$ cat src/rtl/ahb_master.sv
// AHB-Lite master: a command FIFO feeds overlapped address/data phases, and completions come back as response pulses.
// Define AHB_MASTER_WRITE_RSP_EN to get response pulses for writes too; by default only reads respond.
module ahb_master #(
  parameter int addrWidth = 8,
  parameter int dataWidth = 32,
  parameter int cmdDepth  = 4
) (
  input  logic                 hclk,
  input  logic                 hreset,
  input  logic                 cmd_valid,
  output logic                 cmd_ready,
  input  logic                 cmd_write,
  input  logic [addrWidth-1:0] cmd_addr,
  input  logic [dataWidth-1:0] cmd_wdata,
  output logic                 rsp_valid,
  output logic                 rsp_write,
  output logic [dataWidth-1:0] rsp_rdata,
  output logic [addrWidth-1:0] haddr,
  output logic                 hwrite,
  output logic [1:0]           htrans,
  output logic [dataWidth-1:0] hwdata,
  input  logic [dataWidth-1:0] hrdata,
  input  logic                 hready,
  output logic                 busy
);

  localparam int PtrW   = (cmdDepth > 1) ? $clog2(cmdDepth) : 1;
  localparam int CountW = PtrW + 1;
  localparam logic [1:0] HTRANS_IDLE   = 2'b00;
  localparam logic [1:0] HTRANS_NONSEQ = 2'b10;

  logic                 fifo_write [cmdDepth];
  logic [addrWidth-1:0] fifo_addr  [cmdDepth];
  logic [dataWidth-1:0] fifo_wdata [cmdDepth];

  logic [PtrW-1:0]   wr_ptr_reg;
  logic [PtrW-1:0]   rd_ptr_reg;
  logic [CountW-1:0] count_reg;

  logic                 dp_valid_reg;
  logic                 dp_write_reg;
  logic [dataWidth-1:0] dp_wdata_reg;

  logic                 rsp_valid_reg;
  logic [dataWidth-1:0] rsp_rdata_reg;

  logic fifo_empty;
  logic fifo_full;
  logic push;
  logic pop;
  logic dp_complete;
  logic rsp_fire;

  assign fifo_empty = (count_reg == '0);
  assign fifo_full  = (count_reg == CountW'(cmdDepth));
  assign cmd_ready  = !fifo_full;
  assign push       = cmd_valid && cmd_ready;
  assign pop        = !fifo_empty && hready;

  // Head entry drives the address phase directly; an empty FIFO presents IDLE with zeroed fields.
  assign htrans = fifo_empty ? HTRANS_IDLE : HTRANS_NONSEQ;
  assign haddr  = fifo_empty ? '0 : fifo_addr[rd_ptr_reg];
  assign hwrite = fifo_empty ? 1'b0 : fifo_write[rd_ptr_reg];

  assign hwdata = (dp_valid_reg && dp_write_reg) ? dp_wdata_reg : '0;
  assign busy   = !fifo_empty || dp_valid_reg;

  always_ff @(posedge hclk) begin
    if (push) begin
      fifo_write[wr_ptr_reg] <= cmd_write;
      fifo_addr[wr_ptr_reg]  <= cmd_addr;
      fifo_wdata[wr_ptr_reg] <= cmd_wdata;
    end
  end

  // Pointers wrap naturally because the depth is a power of two.
  always_ff @(posedge hclk or posedge hreset) begin
    if (hreset) begin
      wr_ptr_reg <= '0;
      rd_ptr_reg <= '0;
      count_reg  <= '0;
    end else begin
      if (push) begin
        wr_ptr_reg <= wr_ptr_reg + 1'b1;
      end
      if (pop) begin
        rd_ptr_reg <= rd_ptr_reg + 1'b1;
      end
      case ({push, pop})
        2'b10:   count_reg <= count_reg + 1'b1;
        2'b01:   count_reg <= count_reg - 1'b1;
        default: count_reg <= count_reg;
      endcase
    end
  end

  // A low hready freezes both phases, so the data-phase register only advances on hready.
  always_ff @(posedge hclk or posedge hreset) begin
    if (hreset) begin
      dp_valid_reg <= 1'b0;
      dp_write_reg <= 1'b0;
      dp_wdata_reg <= '0;
    end else if (hready) begin
      dp_valid_reg <= !fifo_empty;
      dp_write_reg <= !fifo_empty && fifo_write[rd_ptr_reg];
      dp_wdata_reg <= fifo_empty ? '0 : fifo_wdata[rd_ptr_reg];
    end
  end

  assign dp_complete = dp_valid_reg && hready;

`ifdef AHB_MASTER_WRITE_RSP_EN
  logic rsp_write_reg;

  assign rsp_fire  = dp_complete;
  assign rsp_write = rsp_write_reg;

  always_ff @(posedge hclk or posedge hreset) begin
    if (hreset) begin
      rsp_write_reg <= 1'b0;
    end else begin
      rsp_write_reg <= dp_complete && dp_write_reg;
    end
  end
`else
  assign rsp_fire  = dp_complete && !dp_write_reg;
  assign rsp_write = 1'b0;
`endif

  always_ff @(posedge hclk or posedge hreset) begin
    if (hreset) begin
      rsp_valid_reg <= 1'b0;
      rsp_rdata_reg <= '0;
    end else begin
      rsp_valid_reg <= rsp_fire;
      rsp_rdata_reg <= (dp_complete && !dp_write_reg) ? hrdata : '0;
    end
  end

  assign rsp_valid = rsp_valid_reg;
  assign rsp_rdata = rsp_rdata_reg;

endmodule

$ cat config.mk
export PLATFORM = sky130hd
export DESIGN_NAME = ahb_master
export DESIGN_NICKNAME = d
export VERILOG_FILES = /design/src/rtl/ahb_master.sv
export SDC_FILE = /design/constraint.sdc
export NUM_CORES = 1
export LEC_CHECK = 0
export BUFFER_PORTS_ARGS = -buffer_cell sky130_fd_sc_hd__buf_2
export CAP_MARGIN = 20
export CORE_UTILIZATION = 45
export CTS_CLUSTER_DIAMETER = 150
export CTS_CLUSTER_SIZE = 14
export DETAILED_ROUTE_END_ITERATION = 7
export PLACE_DENSITY = 0.66
export SLEW_MARGIN = 30
export SYNTH_ARGS = -nofsm -noshare
export SYNTH_HDL_FRONTEND = slang
export SYNTH_SLANG_ARGS = --single-unit
$ cat constraint.sdc
create_clock -name hclk -period 3.1 [get_ports hclk]
set_clock_uncertainty 0.05 [all_clocks]
set_input_delay 0.62 -clock hclk [delete_from_list [all_inputs] [get_ports hclk]]
set_output_delay 0.62 -clock hclk [all_outputs]
set_load 0.005 [all_outputs]
==> results of run 1 <==
[cell usage in the layout, fill, tap and decap left out, types with 4 or more instances in the layout]
master and instances:
edfxtp_1 164, buf_2 153, dfrtp_1 72, and2_1 41, mux4_2 36, a22o_1 33
and3_1 32, clkbuf_16 21, clkbuf_1 15, buf_4 11, inv_1 6, mux4_1 5
ha_1 5, and3_2 4
[worst max-delay path: stages, from the launching register on]
cell	delay, ns
dfrtp_4	0.66
mux4_1	0.61
and2_1	0.18
buf_2	0.13
[synthesized netlist by cell type]
| cell | instances | area share |
|---|---|---|
| or2_2 | 1 | 0.00070 |
| inv_1 | 7 | 0.0029 |
| or3_1 | 1 | 0.00070 |
| buf_2 | 7 | 0.0039 |
| mux4_2 | 36 | 0.091 |
| xnor2_1 | 3 | 0.0029 |
| clkbuf_1 | 15 | 0.0063 |
| conb_1 | 1 | 0.00042 |
| fa_1 | 1 | 0.0022 |
| buf_12 | 4 | 0.0090 |
| a21o_1 | 1 | 0.00084 |
| xor2_1 | 3 | 0.0029 |
| nor2_1 | 2 | 0.00084 |
| or3b_4 | 1 | 0.0013 |
| clkinv_1 | 1 | 0.00042 |
| nand2_1 | 2 | 0.00084 |
| edfxtp_1 | 164 | 0.55 |
| o31a_1 | 1 | 0.00098 |
| and2_4 | 1 | 0.00098 |
| mux2i_1 | 1 | 0.0011 |
| ha_1 | 5 | 0.0070 |
| buf_6 | 1 | 0.0013 |
| buf_4 | 2 | 0.0017 |
| and3_1 | 36 | 0.025 |
| mux4_1 | 5 | 0.015 |
| dfrtp_1 | 74 | 0.21 |
| a22o_1 | 33 | 0.032 |
| and2_1 | 41 | 0.029 |
| mux2_4 | 1 | 0.0017 |
[per-stage QoR]
step                      total power [mW]   util  worst slack (ns)  hold slack (ns)  instance area (um2)
after global placement                7.01  0.514             0.828            0.433                10000
after global routing                  9.75  0.544             0.254           0.0807                10600
after detailed placement              7.13  0.514             0.840            0.438                10000
after CTS                             9.43  0.544             0.325           0.0737                10600
after floorplan                       6.29      -             0.548            0.414                 8950
final                                 9.30  0.544             0.357           0.0626                10600
[worst max-delay path by stage]
stage | from | end | slack [ns] | cells past startpoint
3_3_place_gp | rd_ptr_reg[0] | hwrite | 0.83 | 3
2_1_floorplan | hreset | count_reg[0] | 0.55 | 1
4_1_cts | rd_ptr_reg[0] | hwrite | 0.33 | 3
6_report | rd_ptr_reg[0] | hwrite | 0.36 | 3
5_1_grt | rd_ptr_reg[0] | haddr[7] | 0.25 | 3
3_5_place_dp | count_reg[1] | count_reg[2] | 0.84 | 9
[power by group]
group | internal (mW) | switching, mW
clock network | 1.27 | 1.03
registers | 4.21 | 0.380
logic | 1.25 | 1.17
[cells by family (layout without fill, tap and decap cells)]
family,Yosys count,count (layout)
adders and majority gates,6,6
DFF,238,238
buffers and inverters,37,211
other,1,3
muxes,43,43
AOI/OAI and AO/OA,35,35
and+or+nand+nor,85,85
xor gates and xnor gates,6,6
[area by class of cell]
class / count / area (um2)
antenna: 1 / 2.50
clock buffer: 36 / 582
fill: 1567 / 8870
inverter: 8 / 31.3
multi-input combinational: 177 / 1950
sequential: 238 / 6780
tap: 265 / 332
timing repair buffer: 167 / 908
[metal layers]
metal  vias up  track usage
met3        21       0.0439
met5         -            0
li1       2067            -
met2       155        0.328
met4         2       0.0385
met1      2441        0.215
==> reports/metrics.cfg, run 1 <==
[status]
status=finished, final reports clean

[floorplanning]
coreArea_um2=19500
initial_core_util=0.460
dieArea_um2=20400
die_x_um=143
dieHeight_um=143
num_rows=51
ioPinCount=156

[power_and_ir_drop]
max-vdd-ir-drop_v=0.000548
p_leak_nw=4.38
power_density_nw_per_um2=878

[cts]
post-cts-setup-buffer-count=0
clock-sinks=238
clockBufferDepth=3
cts_resized=0
cts_max_level=1
clk_pin_slew_worst_paths_ns=0.07
root_buffer=clkbuf_16
cts_tree=yes
clk_latency_ns=0.49
numCtsBuffers=20
holdBufCountCts=0

[synth]
yosys.area_share.xor_xnor=0.00587
synth.area.mux_share=0.108
yosysSeqAreaShare=0.758
synthSimpleGateAreaFrac=0.0592
synth-adder-area-share=0.00923
synth_area_um2=8940
ys_ff_latch=238
synthCells=451
yosysWarnings=0
synth_cell_types=29
syn_avg_cell_area_um2=19.8
synth-compound-area-share=0.0341
synth_top_family_by_area=multiplexers

[sta]
worst_pin_slew_ns=0.754
final-hold-violation-count=0
setup_viol=0
max_freq_mhz=365
rsz0062_at_grt=false
slew_viol_final=0
period_needed_ns=2.74
finalSetupTns_ns=0
fin_crit_sh=0.885
max_slew_margin=0.497

[global_route]
antenna_found_initial=2
grt_pass1_vias=4933
grt_max_degree=37
grt-ovfl-total=0
grt_pass1_wl_mm=27.3
grt_use_total=0.180

[layout]
top_register=fifo_wdata
stdcell_count=892
drive_above_1_share=0.377
syn_to_final_growth_pct=18.4
largest_reg_flops=128
final_nets=695

[worst_setup_path]
worstSetupPathType=register to primary output
crit_fanout=19
reg2reg_to=count_reg[2]
rrSetupSlack_ns=0.83
reg2regPathDepth=9
crit_path_start_kind=register
rr_startpoint=count_reg[1]
cp.required_ns=2.43
end_kind=primary output
crit_arrival_ns=2.07

[route]
vias=4686
drt_first_pass_iters=4
drt-met1-wl_mm=7.30
totalWireLength_mm=18.2
highest_layer=met5
wl_per_cell_um=20.4
drt_iter0_markers=336
met3_length_mm=1.18
ant_nets=0
drc=0
vias_per_cell=5.25
routed-wl-met2_mm=9.39

[placement]
io_buffers=153
gp_congestion=0.667
place_inst=855
hpwl_mm=11.4

[flow_run]
cap_violations=0

[hold_path]
worstHoldPathType=input port to async pin

Power figures use the tool's default switching activity.
==> run 2, diff against run 1 <==
ABC_AREA = 1   (was not set)
RECOVER_POWER = 100   (was not set)
==> run 2 against run 1 <==
  * The run now ends with max-capacitance violations, max-slew violations left
  * Cell count grew 44%
  * Die area grew 5.2%
  * Fmax shrank 0.10%
  * Critical endpoint is now fifo_addr[0][2]
==> reports/metrics.cfg, run 2 <==
[sta]
worst_slack_ns=0.354
finalSetupTns_ns=0
max_freq_mhz=364
rsz0062_at_grt=false
max_slew_margin=-0.335
final-hold-violation-count=0
period_needed_ns=2.75
worst_pin_slew_ns=1.99
setup_viol=0
slew_viol_final=118
fin_crit_sh=0.886

[layout]
post-route-util=0.533
final_cell_mix=nand2_1, edfxtp_1, nand3_1
antenna_cells=0
top_register=fifo_wdata
layout_commonest_cell=nand2_1
drive_above_1_share=0.108
largest_reg_flops=128
fin_area_um2=10900
final_nets=1081
syn_to_final_growth_pct=15.3

[power_and_ir_drop]
p_clk_frac=0.243
pwr-share-comb=0.292
p_leak_nw=4.77
seqPwrFrac=0.465
power_density_nw_per_um2=887
switching_share=0.342
p_sw_mw=3.29
intPower_mw=6.33
max-vdd-ir-drop_v=0.000445

[placement]
place_ws_ns=0.863
hpwl_mm=12.0
io_buffers=153
gp_congestion=0.758
dpl_cell_area_um2=10400

[route]
drc=0
wl_per_cell_um=15.4
ant_nets=0
drt_first_pass_iters=5
vias_per_cell=4.71
vias=6042
drt_iter0_markers=311
totalWireLength_mm=19.7

[global_route]
grt_pass1_wl_mm=31.5
grt_pass1_vias=5934
grt_use_total=0.188
antenna_found_initial=2
grt_max_degree=44
grt-ovfl-total=0

[synth]
synth_most_common_cell=nand2_1
yosysSeqAreaShare=0.720
synth_edf_count=164
synthTopCellsByCount=nand2_1, edfxtp_1, nand3_1, inv_1, dfrtp_1
yosysTopAreaCell=edfxtp_1
synth_top_area_frac=0.523
synthCells=846
yosysWarnings=0
synth_cell_types=22
async_reset_ff_frac=0.311
syn_avg_cell_area_um2=11.1
synth-main-ff-cell=edfxtp_1
synthTopCellsByArea=edfxtp_1, dfrtp_1, nand2_1
synth_area_um2=9410
ys_ff_latch=238

[worst_setup_path]
crit_arrival_ns=2.84
worstSetupPathType=register to register
cp.required_ns=3.19
rrSetupSlack_ns=0.35
end_kind=register
crit_path_start_kind=register
crit_start=count_reg[0]
crit_fanout=28
rr_startpoint=count_reg[0]

[cts]
clock-sinks=238
root_buffer=clkbuf_16
cts_tree=yes
clk_pin_slew_worst_paths_ns=0.07
post-cts-setup-buffer-count=0
holdBufCountCts=0
numCtsBuffers=20
cts_max_level=1
cts_resized=0
clockBufferDepth=3
clk_latency_ns=0.50

[status]
status=finished, violations left
violations=max-capacitance violations, max-slew violations

[floorplanning]
dieHeight_um=147
die_x_um=147
initial_core_util=0.462
dieArea_um2=21500
coreArea_um2=20400
ioPinCount=156
num_rows=52

[hold_path]
hp-start=hrdata[4]
worstHoldPathType=input port to register

[flow_run]
cap_violations=3

## run 2: power by group through the flow
stage | clock network (mW) | logic, mW | registers, mW
2_1_floorplan | 0 | 2.02 | 4.48
3_3_place_gp | 0 | 2.88 | 4.53
3_5_place_dp | 0 | 2.92 | 4.54
4_1_cts | 2.37 | 2.94 | 4.48
5_1_grt | 2.49 | 3.22 | 4.55
6_report | 2.34 | 2.81 | 4.48
## run 2: final timing paths
| path | end | depth (start not counted) |
|---|---|---|
| min in group asynchronous | count_reg[1] | 2 |
| hold / removal | rsp_rdata[4] | 3 |
| hold reg to reg | dp_wdata_reg[6] | 2 |
| max in group asynchronous | dp_wdata_reg[13] | 3 |
| setup reg to reg | fifo_addr[0][2] | 5 |
| setup / recovery | fifo_addr[0][2] | 5 |
## run 2: area by class of cell
| type | count | area, um2 |
|---|---|---|
| clock buffer | 36 | 582 |
| fill | 1850 | 9510 |
| inverter | 103 | 388 |
| multi-input combinational | 465 | 2010 |
| sequential | 238 | 6780 |
| tap | 270 | 338 |
| timing repair buffer | 170 | 753 |
## run 2: routing by layer
metal / up-vias / routed length [um] / GRT usage
li1: 3009 / - / -
met1: 2825 / 9120 / 0.252
met2: 177 / 9040 / 0.315
met3: 27 / 1170 / 0.0378
met4: 4 / 322 / 0.0458
met5: - / 26 / 0
## run 2: critical path, cell delays in order (launching register included)
cell and delay, ns:
dfrtp_1 0.39, nor2_1 0.11, nand2_1 0.11, nand2_1 0.28, nor2_2 0.83, clkbuf_4 0.61
## run 2: logic make-up after synthesis
family | after synthesis | synth area share
other | 1 | 0.000398
DFF | 238 | 0.720
and+or+nand+nor | 439 | 0.190
AOI/OAI and AO/OA | 13 | 0.00811
buffers and inverters | 144 | 0.0677
xor gates and xnor gates | 5 | 0.00465
adders and majority gates | 6 | 0.00877
## run 2: stage by stage
| stage | hold WS, ns | cells | power [mW] |
|---|---|---|---|
| floorplan | 0.399 | 847 | 6.50 |
| global placement | 0.412 | 1246 | 7.40 |
| detailed placement | 0.415 | 1246 | 7.46 |
| CTS | 0.208 | 1282 | 9.79 |
| global route | 0.279 | 1282 | 10.3 |
| finish | 0.286 | 1282 | 9.63 |
